===== src/rtl/bcd_counter_modn.sv =====
// bcd_counter_modn: two-digit BCD modulo-N up/down counter with validated preset, TC and registered wrap pulse
module bcd_counter_modn #(
  parameter int MODULUS = 24
) (
  input  logic       CP,
  input  logic       nCR,
  input  logic       EN,
  input  logic       Up,
  input  logic       Load,
  input  logic [3:0] LdH,
  input  logic [3:0] LdL,
  output logic [3:0] CntH,
  output logic [3:0] CntL,
  output logic       TC,
  output logic       Co,
  output logic       LdErr
);
  localparam int MAX = MODULUS - 1;
  localparam logic [3:0] MAX_H = 4'(MAX / 10);
  localparam logic [3:0] MAX_L = 4'(MAX % 10);
  localparam logic [7:0] MAX_V = 8'(MAX);
  if (MODULUS < 2 || MODULUS > 100) begin : g_bad_modulus
    $error("bcd_counter_modn: MODULUS must be within 2..100");
  end
  logic [3:0] r_h, r_l;
  logic       r_co, r_err;
  logic [7:0] w_val, w_ld_val;
  logic       w_legal, w_ld_ok, w_wrap;
  logic [3:0] w_nh, w_nl;
  assign w_val    = {4'd0, r_h} * 8'd10 + {4'd0, r_l};
  assign w_ld_val = {4'd0, LdH} * 8'd10 + {4'd0, LdL};
  assign w_legal  = (r_h <= 4'd9) && (r_l <= 4'd9) && (w_val <= MAX_V);
  assign w_ld_ok  = (LdH <= 4'd9) && (LdL <= 4'd9) && (w_ld_val <= MAX_V);
  assign TC       = EN && (Up ? (w_val == MAX_V) : (w_val == 8'd0));
  assign CntH     = r_h;
  assign CntL     = r_l;
  assign Co       = r_co;
  assign LdErr    = r_err;
  // Next count step; an illegal state collapses to 00 without a wrap
  always_comb begin
    w_nh   = 4'd0;
    w_nl   = 4'd0;
    w_wrap = 1'b0;
    if (!w_legal) begin
      w_nh = 4'd0;
    end else if (Up) begin
      if (w_val == MAX_V) w_wrap = 1'b1;
      else if (r_l == 4'd9) w_nh = r_h + 4'd1;
      else begin
        w_nh = r_h;
        w_nl = r_l + 4'd1;
      end
    end else begin
      if (w_val == 8'd0) begin
        w_wrap = 1'b1;
        w_nh   = MAX_H;
        w_nl   = MAX_L;
      end else if (r_l == 4'd0) begin
        w_nh = r_h - 4'd1;
        w_nl = 4'd9;
      end else begin
        w_nh = r_h;
        w_nl = r_l - 4'd1;
      end
    end
  end
  // Count state: load beats enable beats hold; Co marks the edge that wrapped
  always_ff @(posedge CP or negedge nCR) begin
    if (!nCR) begin
      r_h   <= 4'd0;
      r_l   <= 4'd0;
      r_co  <= 1'b0;
      r_err <= 1'b0;
    end else if (Load) begin
      r_co <= 1'b0;
      if (w_ld_ok) begin
        r_h   <= LdH;
        r_l   <= LdL;
        r_err <= 1'b0;
      end else begin
        r_err <= 1'b1;
      end
    end else if (EN) begin
      r_h  <= w_nh;
      r_l  <= w_nl;
      r_co <= w_wrap;
    end else begin
      r_co <= 1'b0;
    end
  end
endmodule


===== config.mk =====
export PLATFORM = sky130hd
export DESIGN_NAME = bcd_counter_modn
export DESIGN_NICKNAME = d
export VERILOG_FILES = /design/src/rtl/bcd_counter_modn.sv
export SDC_FILE = /design/constraint.sdc
export NUM_CORES = 1
export LEC_CHECK = 0
export BUFFER_PORTS_ARGS = -buffer_cell sky130_fd_sc_hd__buf_2
export CORE_MARGIN = 4
export CORE_UTILIZATION = 50
export CTS_BUF_LIST = sky130_fd_sc_hd__clkbuf_8 sky130_fd_sc_hd__clkbuf_16
export CTS_CLUSTER_DIAMETER = 40
export CTS_CLUSTER_SIZE = 12
export DETAILED_ROUTE_END_ITERATION = 8
export GPL_TIMING_DRIVEN = 0
export PLACE_DENSITY = 0.8
export SYNTH_ARGS = -nofsm -noshare
export SYNTH_HDL_FRONTEND = slang
export SYNTH_SLANG_ARGS = --single-unit

===== constraint.sdc =====
create_clock -name CP -period 4.3 [get_ports CP]
set_input_delay 0.215 -clock CP [delete_from_list [all_inputs] [get_ports CP]]
set_output_delay 0.215 -clock CP [all_outputs]
set_load 0.02 [all_outputs]

Word level (Yosys, flattened, before mapping):

Cells that the tools add are included.

* bits in registers: 10
* bits of input ports: 13
* output and inout bits: 11
* word-level logic and storage cells: 59

* add/subtract/negate cells: 6
* multiply operators: 2
* order comparisons: 6
* equal/unequal tests: 5
* muxes and demuxes: 26
* reduce and logical (&&, ||, !) cells: 10

Operators by type and width (number)
* 4-bit two-way mux: 18
* 8-bit by 4-bit adder with 8-bit output: 2
* 4-bit less-or-equal comparator (second input constant): 4
* 8-bit by 5-bit less-or-equal comparator with 1-bit output (second input constant): 2
* 4-bit by 3-bit multiplier with 7-bit output (second input constant): 2
* 5-bit by 3-bit != test with 1-bit output (second input constant): 2
* 4-bit by 1-bit adder with 4-bit output (second input constant): 2
* 8-bit by 5-bit equality test with 1-bit output (second input constant): 1
* 8-bit logical NOT: 1
* 1-bit two-way mux: 8
* 4-bit by 1-bit subtractor with 4-bit output (second input constant): 2
* 1-bit logical AND: 5
* 4-bit equality test (second input constant): 1
* 4-bit logical NOT: 1
* 4-bit AND reduction: 1
* 2-bit by 1-bit != test with 1-bit output (second input constant): 1
* 2-bit AND reduction: 1
* 2-bit nonzero test: 1

Logic depth before layout (Yosys ltp):

Gate-level depths: netlist of run 1.

* word-level depth: 8
* gate-level depth with buffers: 11
* mapped depth without buffers: 10

Worst setup path before layout of run 1:

OpenSTA, ideal clock, no wires.

* kind: register to register
* start: register r_l[2], in the netlist CntL[2]
* end: register r_h[2], in the netlist CntH[2]
* library setup time: 125 ps
* arrival time: 2954 ps
* required time: 4175 ps
* setup slack: 1221 ps
* cell stages (with the launch flop): 10
* path buffers: 1
* period minus slack after synthesis: 3079 ps
* cell sequence: dfrtp_1 clkbuf_1 inv_1 fa_1 and2b_1 nor2_1 nor4_4 o2111ai_4 o31a_4 mux2_4

* word-level cells in the longest chain between the ends: 7
* elaborated cells on any way between the ends: 18
* those cells by class: 1 x add/sub; 2 x order compare; 4 x eq/ne; 6 x mux; 5 x reduce/logical

RTL lines
* from (decl): line 25 `logic [3:0] r_h, r_l;`
* from (signal assigned): line 78 `r_l <= LdL;`
* from (signal assigned): line 85 `r_l <= w_nl;`
* parallel branches: the longest is 7 deep, another holds 8-bit by 4-bit adder with 8-bit output
* to (signal assigned): line 77 `r_h <= LdH;`
* to (signal assigned): line 84 `r_h <= w_nh;`
* to (decl): line 25

Several ways; the timed one is not identified. The select of a mux whose other input is x is not followed.
A chain may end at the register's enable or synchronous reset.

Worst setup path after layout of run 1:

* start: register r_l[2], in the netlist CntL[2]
* end: output port TC

* word-level cells in the longest chain between the ends: 4
* elaborated cells on any way between the ends: 5
* those cells by class: 1 x add/sub; 1 x eq/ne; 1 x mux; 2 x reduce/logical

RTL lines
* 8-bit by 4-bit adder with 8-bit output *: line 30 `assign w_val = {4'd0, r_h} * 8'd10 + {4'd0, r_l};`
* 8-bit by 5-bit equality test with 1-bit output or 8-bit logical NOT (tied branches): line 34 `assign TC = EN && (Up ? (w_val == MAX_V) : (w_val == 8'd0));`
* 1-bit two-way mux *: line 34
* 1-bit logical AND *: line 34
* to (decl): line 14 `output logic TC,`

Every way passes the cells marked *; elsewhere a longest branch is shown, timed or not.

==> results of run 1 <==
-- flip-flops by register name, indices dropped and copies added (netlist names) --
signal and flops:
CntH 4, Co 1, CntL 4, LdErr 1
-- cell type report --
cell class | count | area share, %
buffer | 10 | 2.57
clock buffer | 3 | 2.17
inverter | 11 | 2.17
multi-input combinational | 165 | 70.4
sequential | 10 | 13.2
tap | 44 | 2.90
timing repair buffer | 24 | 6.59
-- cells in the final DEF, fill, tap and decap left out, types with 2 or more instances in the layout --
cell type / n
a211oi_1: 4
a21o_1: 2
a21oi_1: 14
a221o_1: 2
a22oi_1: 2
a31oi_1: 2
a32o_1: 3
a32oi_1: 2
and3_1: 4
buf_2: 26
clkbuf_1: 6
clkbuf_8: 3
dfrtp_1: 10
fa_1: 4
ha_1: 17
inv_1: 11
mux2_2: 2
nand2_1: 14
nand2b_1: 3
nand3_1: 8
nand3b_1: 2
nand4b_1: 3
nand4bb_1: 2
nor2_1: 13
nor3_1: 6
nor3b_1: 2
nor4_1: 4
nor4_2: 2
o21a_1: 4
o21ai_0: 10
o311a_1: 2
o311ai_0: 2
-- worst paths after layout --
kind | to | slack [ps] | cells past startpoint
worst max-delay path | TC | 740 | 10
worst min-delay path | Co | 260 | 2
worst max register to register | CntH[2] | 920 | 9
worst min register to register | LdErr | 480 | 1
max in group asynchronous | CntH[2] | 3740 | 2
min in group asynchronous | CntL[0] | 360 | 2
-- per-layer routing --
metal / wire, um / GRT usage [%] / up-vias
met5: 0 / 0 / -
met4: 33 / 5.58 / 0
met3: 181 / 3.57 / 5
met2: 1880 / 33.0 / 43
met1: 1960 / 28.6 / 790
li1: - / - / 824
-- metrics by stage --
stage / cell area (um2) / setup WS [ps] / hold slack, ps / power, mW / utilization (%)
after global placement: 1850 / 989 / 86.6 / 1.41 / 59.1
final: 1900 / 736 / 263 / 1.55 / 60.7
after global routing: 1900 / 508 / 289 / 1.70 / 60.7
after detailed placement: 1850 / 1000 / 87.8 / 1.43 / 59.1
after CTS: 1900 / 782 / 259 / 1.54 / 60.7
after floorplan: 1680 / 1220 / -80.6 / 1.19 / -
-- power breakdown --
group | switching [mW] | total, mW | internal (mW)
clock | 0.0372 | 0.0985 | 0.0613
sequential | 0.0724 | 0.202 | 0.130
combinational | 0.752 | 1.25 | 0.501
total | 0.862 | 1.55 | 0.692
-- cell families after synthesis --
group	Yosys count	share of synthesized area (%)
AND/OR/NAND/NOR	69	24.2
buffers and inverters	21	5.37
XOR/XNOR	3	2.01
flip-flops	10	14.9
AO/OA/AOI/OAI	69	33.9
adder cells (fa/ha/maj)	21	17.4
multiplexers	3	2.24
==> impl_metrics.yaml, run 1 <==
clocking:
  cts_max_level: 1
  postCtsResizedCells: 0
  postCtsHoldBufs: 1
  cts_setup_buffers: 0
  cts_buffers: 3
  clock_sinks: 10
  clk_pin_slew_ps: 50
  clock_tree_from_tritoncts: "yes"
  clock_insertion_delay_worst_skew_ps: 240
  cts-root-buf: "clkbuf_8"
  max-clock-path-buffers: 2
worst_setup_path:
  crit_type: "flip-flop to output pin"
  largest_fanout_of_any_net_on_the_critical_path: 10
  timing.critical_path.arrival_ps: 3350
  critPathMaxStageDelay_ps: 540
  critical_path.startpoint: "CntL[2]"
  critical-path-top-delay-family: "simple AND/OR/NAND/NOR gates"
  path_cells: "clkbuf_1 > inv_1 > fa_1 > and2b_1 > nor2_1 > nor4_4 > o22ai_1 > a21oi_1 > and2_1 > buf_2"
  reg2reg_from: "CntL[2]"
  cpMaxStageDelayCell: "fa_1"
  cp_data_required_time_ps: 4090
  worstSetupStartpointType: "flip-flop"
  critical_path.n_buffers_inverters: 3
  critical_path.endpoint_type: "output pin"
yosys:
  yosysTopAreaCellShare_pct: 14.9
  postSynth.asyncResetShare_pct: 100
  syn-num-nets: 230
  synthCells: 196
  synth-edff-count: 0
  synth.cells.most_frequent: "ha_1 (17), a21oi_1 (14), nand2_1 (14), nor2_1 (13), inv_1 (11)"
  ys_types: 62
  synth_top_area_cell: "dfrtp_1"
  netlist_area_um2: 1680
  synth.top_cells.by_area: "dfrtp_1 (15%), ha_1 (13%), fa_1 (4.8%)"
  number_of_register_bits_inferred_by_synthesis: 10
  post-synth-top-count-cell: "ha_1"
  synth_flop_cell: "dfrtp_1"
  ys_seq_area_share_pct: 14.9
  synthesis.yosys.warnings: 0
  syn_area_per_cell_um2: 8.56
sta:
  max_slew.worst_pin.slew_ps: 560
  finClkSkew_ps: 4.95
  setup_tns_ps: 0
  max_freq_mhz: 281
  final_min_period_over_clock_period_pct: 82.9
  rsz0062_at_grt: "no"
  finalMaxSlewViolations: 0
  max_slew_margin_pct: 62.4
  post-route-min-period_ps: 3560
  final-hold-violation-count: 0
  setup_viol_count_final: 0
layout:
  fillers: 289
  layout.area.seq_um2: 250
  area_growth_pct: 13.2
  nets: 259
  final_layout_size_suffix_gt1_share_pct: 21.1
  antennaDiodeCount: 0
  layout.cells.non_filler: 267
  area_taken_by_multi_input_logic_gates_um2: 1340
hold_path:
  worst_hold_path_type: "input port to flip-flop"
  hold_path_startpoint: "EN"
route:
  wire_per_inst_um: 15.2
  antenna_violating_nets_post_route: 0
  route.final.wire_length_mm: 4.06
  routed-via-count: 1662
  drt-pass1-iter-count: 4
  initialDrtViolationCount: 95
  via_per_inst: 6.22
  drc_errors: 0
die:
  die-area_um2: 4350
  fp.coreArea_um2: 3130
  top_level_ports: 24
  dieHeight_um: 65.9
  dieWidth_um: 65.9
  placementRows: 20
  start_util_pct: 53.6
place:
  place.detailed.hpwl_mm: 3.16
  routabilityCongestion: 0.893
  numPlacedInstances: 263
  io_buffers: 23
global_routing:
  grt_max_degree: 11
  global_route.usage.total_pct: 20.7
  via_count_of_the_first_global_routing_pass: 1607
  first_pass_grt_wire_length_mm: 7.23
  number_of_antenna_violations_at_the_first_check_in_global_routing: 0
  globalRouteOverflowTotal: 0
pwr:
  vdd_drop_max_v: 0.000357
  leakage_power_total_nw: 0.819
  power.density_nw_per_um2: 818
status:
  run_status: "completed"
flow_run:
  drv.max_cap_violation_count: 0
No activity file was read; power rests on OpenSTA's default activity.
==> run 2, diff against run 1 <==
==> constraint.sdc (replaced) <==
create_clock -name CP -period 3.4 [get_ports CP]
set_input_delay 0.17 -clock CP [delete_from_list [all_inputs] [get_ports CP]]
set_output_delay 0.17 -clock CP [all_outputs]
set_load 0.02 [all_outputs]
==> run 2 against run 1 <==
Compared with the run above: first-iteration DRC count down 17%; die area is the same; sequential share of layout area down 0.22 points; critical path depth unchanged; via count rose by 1.0%; largest cell class unchanged.
==> impl_metrics.yaml, run 2 (synthesized netlist as in run 1, its figures left out) <==
sta:
  max_slew_margin_pct: 67.3
  finalMaxSlewViolations: 0
  finClkSkew_ps: 4.86
  setup_viol_count_final: 0
  post-route-min-period_ps: 3240
  max_freq_mhz: 309
  final_min_period_over_clock_period_pct: 95.2
  max_slew.worst_pin.slew_ps: 488
  timing.hold.ws_ps: 218
  final-hold-violation-count: 0
worst_setup_path:
  largest_fanout_of_any_net_on_the_critical_path: 10
  cpMaxStageDelayCell: "fa_1"
  critical_path.endpoint_type: "flip-flop"
  path_cells: "ha_1 > inv_1 > fa_1 > and2b_1 > nor2_1 > nor4_4 > buf_4 > o2111ai_4 > o31a_4 > mux2_4"
  worstSetupStartpointType: "flip-flop"
  critPathMaxStageDelay_ps: 490
  crit_type: "flip-flop to flip-flop"
  critical-path-top-delay-family: "adder cells"
  cp_data_required_time_ps: 3520
  timing.critical_path.arrival_ps: 3360
  critical_path.n_buffers_inverters: 2
layout:
  mostFrequentLayoutCells: "buf_2 (26), ha_1 (17), a21oi_1 (14), nand2_1 (14), nor2_1 (13)"
  stdcell_area_um2: 1970
  area_growth_pct: 17.4
  layout.cells.non_filler: 272
  final_layout_size_suffix_gt1_share_pct: 25.9
  antennaDiodeCount: 0
  nets: 264
  layout_commonest_cell: "buf_2"
pwr:
  power_mw: 2.04
  power_switching_share_pct: 54.8
  power_report.internal_total_uw: 920
  power.combinational.fraction_pct: 80.4
  power.density_nw_per_um2: 1030
  share_clk_of_total_power_pct: 6.1
  leakage_power_total_nw: 0.844
  total_net_switching_power_mw: 1.12
  vdd_drop_max_v: 0.000479
  sequential_share_of_power_pct: 13.5
clocking:
  cts_max_level: 1
  clk_pin_slew_ps: 40
  clock_sinks: 10
  clock_tree_from_tritoncts: "yes"
  clock_insertion_delay_worst_skew_ps: 240
  max-clock-path-buffers: 2
  cts-root-buf: "clkbuf_8"
  cts_buffers: 3
route:
  wl_met3_um: 235
  via_per_inst: 6.17
  wire_per_inst_um: 15.2
  drt-met1-wl_mm: 1.94
  antenna_violating_nets_post_route: 0
  drt-pass1-iter-count: 4
  route.final.wire_length_mm: 4.14
  wl_met2_mm: 1.92
  drc_errors: 0
  initialDrtViolationCount: 79
  topRoutingLayerUsed: "met4"
  routed-via-count: 1679
die:
  dieWidth_um: 65.9
  top_level_ports: 24
  fp.coreArea_um2: 3130
  dieHeight_um: 65.9
  die-area_um2: 4350
  start_util_pct: 53.6
  placementRows: 20
place:
  postPlaceCellArea_um2: 1850
  place.detailed.hpwl_mm: 3.16
  numPlacedInstances: 263
  routabilityCongestion: 0.893
  io_buffers: 23
global_routing:
  global_route.usage.total_pct: 20.9
  number_of_antenna_violations_at_the_first_check_in_global_routing: 0
  grt_max_degree: 14
  first_pass_grt_wire_length_mm: 7.31
  globalRouteOverflowTotal: 0
  via_count_of_the_first_global_routing_pass: 1624
status:
  run_status: "completed"
flow_run:
  drv.max_cap_violation_count: 0
hold_path:
  worst_hold_path_type: "input port to flip-flop"
[run 2: cell types whose count changed in the layout (fill, tap and decap cells not counted), sizes merged]
cell	previous run	this run
clkbuf	9	8
buf	27	33
[run 2: path summary, 6_finish.rpt]
check / from / end / slack, ps / depth (start not counted)
max: CntH[0] / CntH[2] / 160 / 10
min: EN / Co / 220 / 2
max reg2reg: CntH[0] / CntH[2] / 160 / 10
min reg2reg: LdErr / LdErr / 480 / 1
max in group asynchronous: nCR / CntH[3] / 2870 / 2
min in group asynchronous: nCR / CntL[0] / 310 / 2
[run 2: layout make-up]
type / count / area (um2)
tap: 44 / 55.1
inverter: 11 / 41.3
timing repair buffer: 30 / 170
fill: 283 / 1160
sequential: 10 / 255
multi-input combinational: 165 / 1360
clock buffer: 3 / 41.3
buffer: 9 / 45.0
[run 2: power by group through the flow]
| stage | Combinational (mW) | Sequential [mW] | Clock (mW) |
|---|---|---|---|
| 4_1_cts | 1.57 | 0.266 | 0.126 |
| 5_1_grt | 1.81 | 0.287 | 0.132 |
| 2_1_floorplan | 1.22 | 0.287 | 0 |
| 3_3_place_gp | 1.53 | 0.255 | 0 |
| 6_report | 1.64 | 0.275 | 0.125 |
| 3_5_place_dp | 1.55 | 0.256 | 0 |
[run 2: per-stage QoR]
stage	TNS [ps]	setup WS [ps]	util, %
5_1_grt	-23.0	-16.7	63.0
2_1_floorplan	0	321	-
3_3_place_gp	0	89.1	59.1
4_1_cts	0	20.1	61.6
3_5_place_dp	0	101	59.1
6_report	0	164	63.0
[run 2: timing repair]
| item | in CTS | in global routing |
|---|---|---|
| hold endpoints to repair | 10 | 0 |
| setup endpoints to repair | 1 | 5 |
| hold buffers | 1 | 0 |
| pin swaps | 1 | 2 |
| buffers inserted | 2 | 4 |
| resized for setup | 2 | 6 |
[run 2: layer usage]
layer | track usage, % | vias up
met4 | 6.09 | 0
met5 | 0 | -
met1 | 28.8 | 786
met2 | 33.0 | 49
li1 | - | 837
met3 | 3.91 | 7
[run 2: worst reg2reg max path: stages (launching register included)]
cell and delay, ps:
dfrtp_2 470, ha_1 290, inv_1 80, fa_1 490
and2b_1 250, nor2_1 60, nor4_4 330, buf_4 180
o2111ai_4 210, o31a_4 450, mux2_4 300
==> run 3, diff against run 2 <==
--- a/config.mk
+++ b/config.mk
@@ -6,14 +6,16 @@
 export NUM_CORES = 1
 export LEC_CHECK = 0
 export BUFFER_PORTS_ARGS = -buffer_cell sky130_fd_sc_hd__buf_2
+export CELL_PAD_IN_SITES_DETAIL_PLACEMENT = 1
+export CELL_PAD_IN_SITES_GLOBAL_PLACEMENT = 2
 export CORE_MARGIN = 4
-export CORE_UTILIZATION = 50
+export CORE_UTILIZATION = 35
 export CTS_BUF_LIST = sky130_fd_sc_hd__clkbuf_8 sky130_fd_sc_hd__clkbuf_16
 export CTS_CLUSTER_DIAMETER = 40
 export CTS_CLUSTER_SIZE = 12
 export DETAILED_ROUTE_END_ITERATION = 8
 export GPL_TIMING_DRIVEN = 0
-export PLACE_DENSITY = 0.8
+export PLACE_DENSITY = 0.9
 export SYNTH_ARGS = -nofsm -noshare
 export SYNTH_HDL_FRONTEND = slang
 export SYNTH_SLANG_ARGS = --single-unit
==> run 3 against run 2 <==
Compared with the run above: sequential share of layout area shrank 0.19 points; clock-buffer cell count up 1; global-route usage fell by 4.3 points; combinational power barely moved; clock power is 17% higher; cell count increased by 2.9%; clock skew is 4.4 ps lower; hold slack better by 29 ps; cell area increased by 1.5%; maximum frequency is 2.4% lower.
==> impl_metrics.yaml, run 3 (synthesized netlist as in run 1, its figures left out) <==
status:
  run_status: "completed"
sta:
  setup_viol_count_final: 0
  max_slew.worst_pin.slew_ps: 500
  final_min_period_over_clock_period_pct: 97.5
  post-route-min-period_ps: 3320
  max_freq_mhz: 302
  finClkSkew_ps: 0.472
  finalMaxSlewViolations: 0
  max_slew_margin_pct: 66.6
  final-hold-violation-count: 0
  setup_tns_ps: 0
  rsz0062_at_grt: "yes"
route:
  drt-pass1-iter-count: 4
  routed-via-count: 1646
  antenna_violating_nets_post_route: 0
  via_per_inst: 5.88
  drc_errors: 0
  initialDrtViolationCount: 68
  route.final.wire_length_mm: 4.81
  wire_per_inst_um: 17.2
worst_setup_path:
  critPathMaxStageDelay_ps: 560
  worstSetupStartpointType: "flip-flop"
  timing.critical_path.arrival_ps: 3430
  path_cells: "ha_1 > ha_1 > fa_1 > nand4b_1 > nor4_4 > buf_4 > buf_4 > o2111ai_4 > o31a_4 > mux2_4"
  crit_type: "flip-flop to flip-flop"
  cp_data_required_time_ps: 3510
  largest_fanout_of_any_net_on_the_critical_path: 9
  cpMaxStageDelayCell: "fa_1"
  critical_path.endpoint_type: "flip-flop"
clocking:
  cts_buffers: 3
  clock_insertion_delay_worst_skew_ps: 230
  max-clock-path-buffers: 2
  clock_sinks: 10
  cts-root-buf: "clkbuf_8"
  cts_max_level: 1
  clock_tree_from_tritoncts: "yes"
  clk_pin_slew_ps: 50
layout:
  final_layout_size_suffix_gt1_share_pct: 26.8
  area_growth_pct: 19.2
  mostFrequentLayoutCells: "buf_2 (26), ha_1 (17), nand2_1 (14), nor2_1 (13), a21oi_1 (13)"
  nets: 263
  antennaDiodeCount: 0
  layout_commonest_cell: "buf_2"
pwr:
  power.density_nw_per_um2: 1050
  vdd_drop_max_v: 0.000419
  leakage_power_total_nw: 0.850
  power_mw: 2.10
die:
  top_level_ports: 24
  placementRows: 24
  die-area_um2: 5970
  dieWidth_um: 77.2
  fp.coreArea_um2: 4500
  dieHeight_um: 77.2
  start_util_pct: 37.2
global_routing:
  grt_max_degree: 14
  number_of_antenna_violations_at_the_first_check_in_global_routing: 0
  global_route.usage.total_pct: 16.6
  via_count_of_the_first_global_routing_pass: 1717
  globalRouteOverflowTotal: 0
  first_pass_grt_wire_length_mm: 8.26
hold_path:
  worst_hold_path_type: "input port to flip-flop"
place:
  routabilityCongestion: 0.822
  io_buffers: 23
  place.detailed.hpwl_mm: 3.86
flow_run:
  drv.max_cap_violation_count: 0
-- run 3: changes by cell type in the layout (fill, tap and decap cells not counted), sizes merged --
cell and delta:
clkbuf +1, buf -1
-- run 3: per-layer routing --
layer | part of all wire [%] | up-vias | global-route usage, %
li1 | - | 830 | -
met1 | 48 | 782 | 22.1
met2 | 47 | 26 | 27.6
met3 | 2.5 | 8 | 1.29
met4 | 2.2 | 0 | 6.41
met5 | 0 | - | 0
-- run 3: path summary, 6_finish.rpt --
path	end	startpoint	cells past startpoint	slack [ps]
setup / recovery	CntH[2]	CntH[1]	10	80
hold / removal	Co	EN	2	250
setup reg to reg	CntH[2]	CntH[1]	10	80
hold reg to reg	LdErr	LdErr	1	480
max in group asynchronous	CntL[2]	nCR	2	2850
min in group asynchronous	CntH[2]	nCR	2	330
-- run 3: metrics by stage --
stage	instance area, um2	worst slack (ps)	hold slack [ps]	instances	util, %
after global placement	1860	25.5	47.7	271	41.3
after CTS	1940	19.0	241	275	43.0
after global routing	2000	-21.5	248	280	44.4
after detailed placement	1860	27.4	47.6	271	41.3
final	2000	83.4	247	280	44.4
after floorplan	1680	321	-126	196	-
-- run 3: timing repair --
item,4_1_cts,5_1_grt
hold buffers,1,0
setup endpoints to repair,1,3
pin swaps,0,4
buffers inserted,0,5
hold endpoints to repair,10,0
resized for setup,3,7
-- run 3: where the power goes --
part / total (mW) / internal [mW] / leakage (nW) / switching (mW)
sequential: 0.277 / 0.169 / 0.115 / 0.108
clock: 0.146 / 0.102 / 0.0288 / 0.0448
combinational: 1.67 / 0.669 / 0.706 / 1.00
total: 2.10 / 0.939 / 0.850 / 1.16
-- run 3: critical path, delay by kind of cell (launching register included) --
kind,cells,cell delay [ps]
adder cells (fa/ha/maj),3,1110
AND/OR/NAND/NOR,2,440
buffers and inverters,2,310
multiplexers,1,300
flip-flops,1,460
AO/OA/AOI/OAI,2,570
-- run 3: layout make-up --
cell class | count | area (um2)
fill | 547 | 2500
tap | 52 | 65.1
buffer | 9 | 45.0
sequential | 10 | 255
timing repair buffer | 29 | 163
multi-input combinational | 165 | 1380
inverter | 11 | 41.3
clock buffer | 4 | 55.1
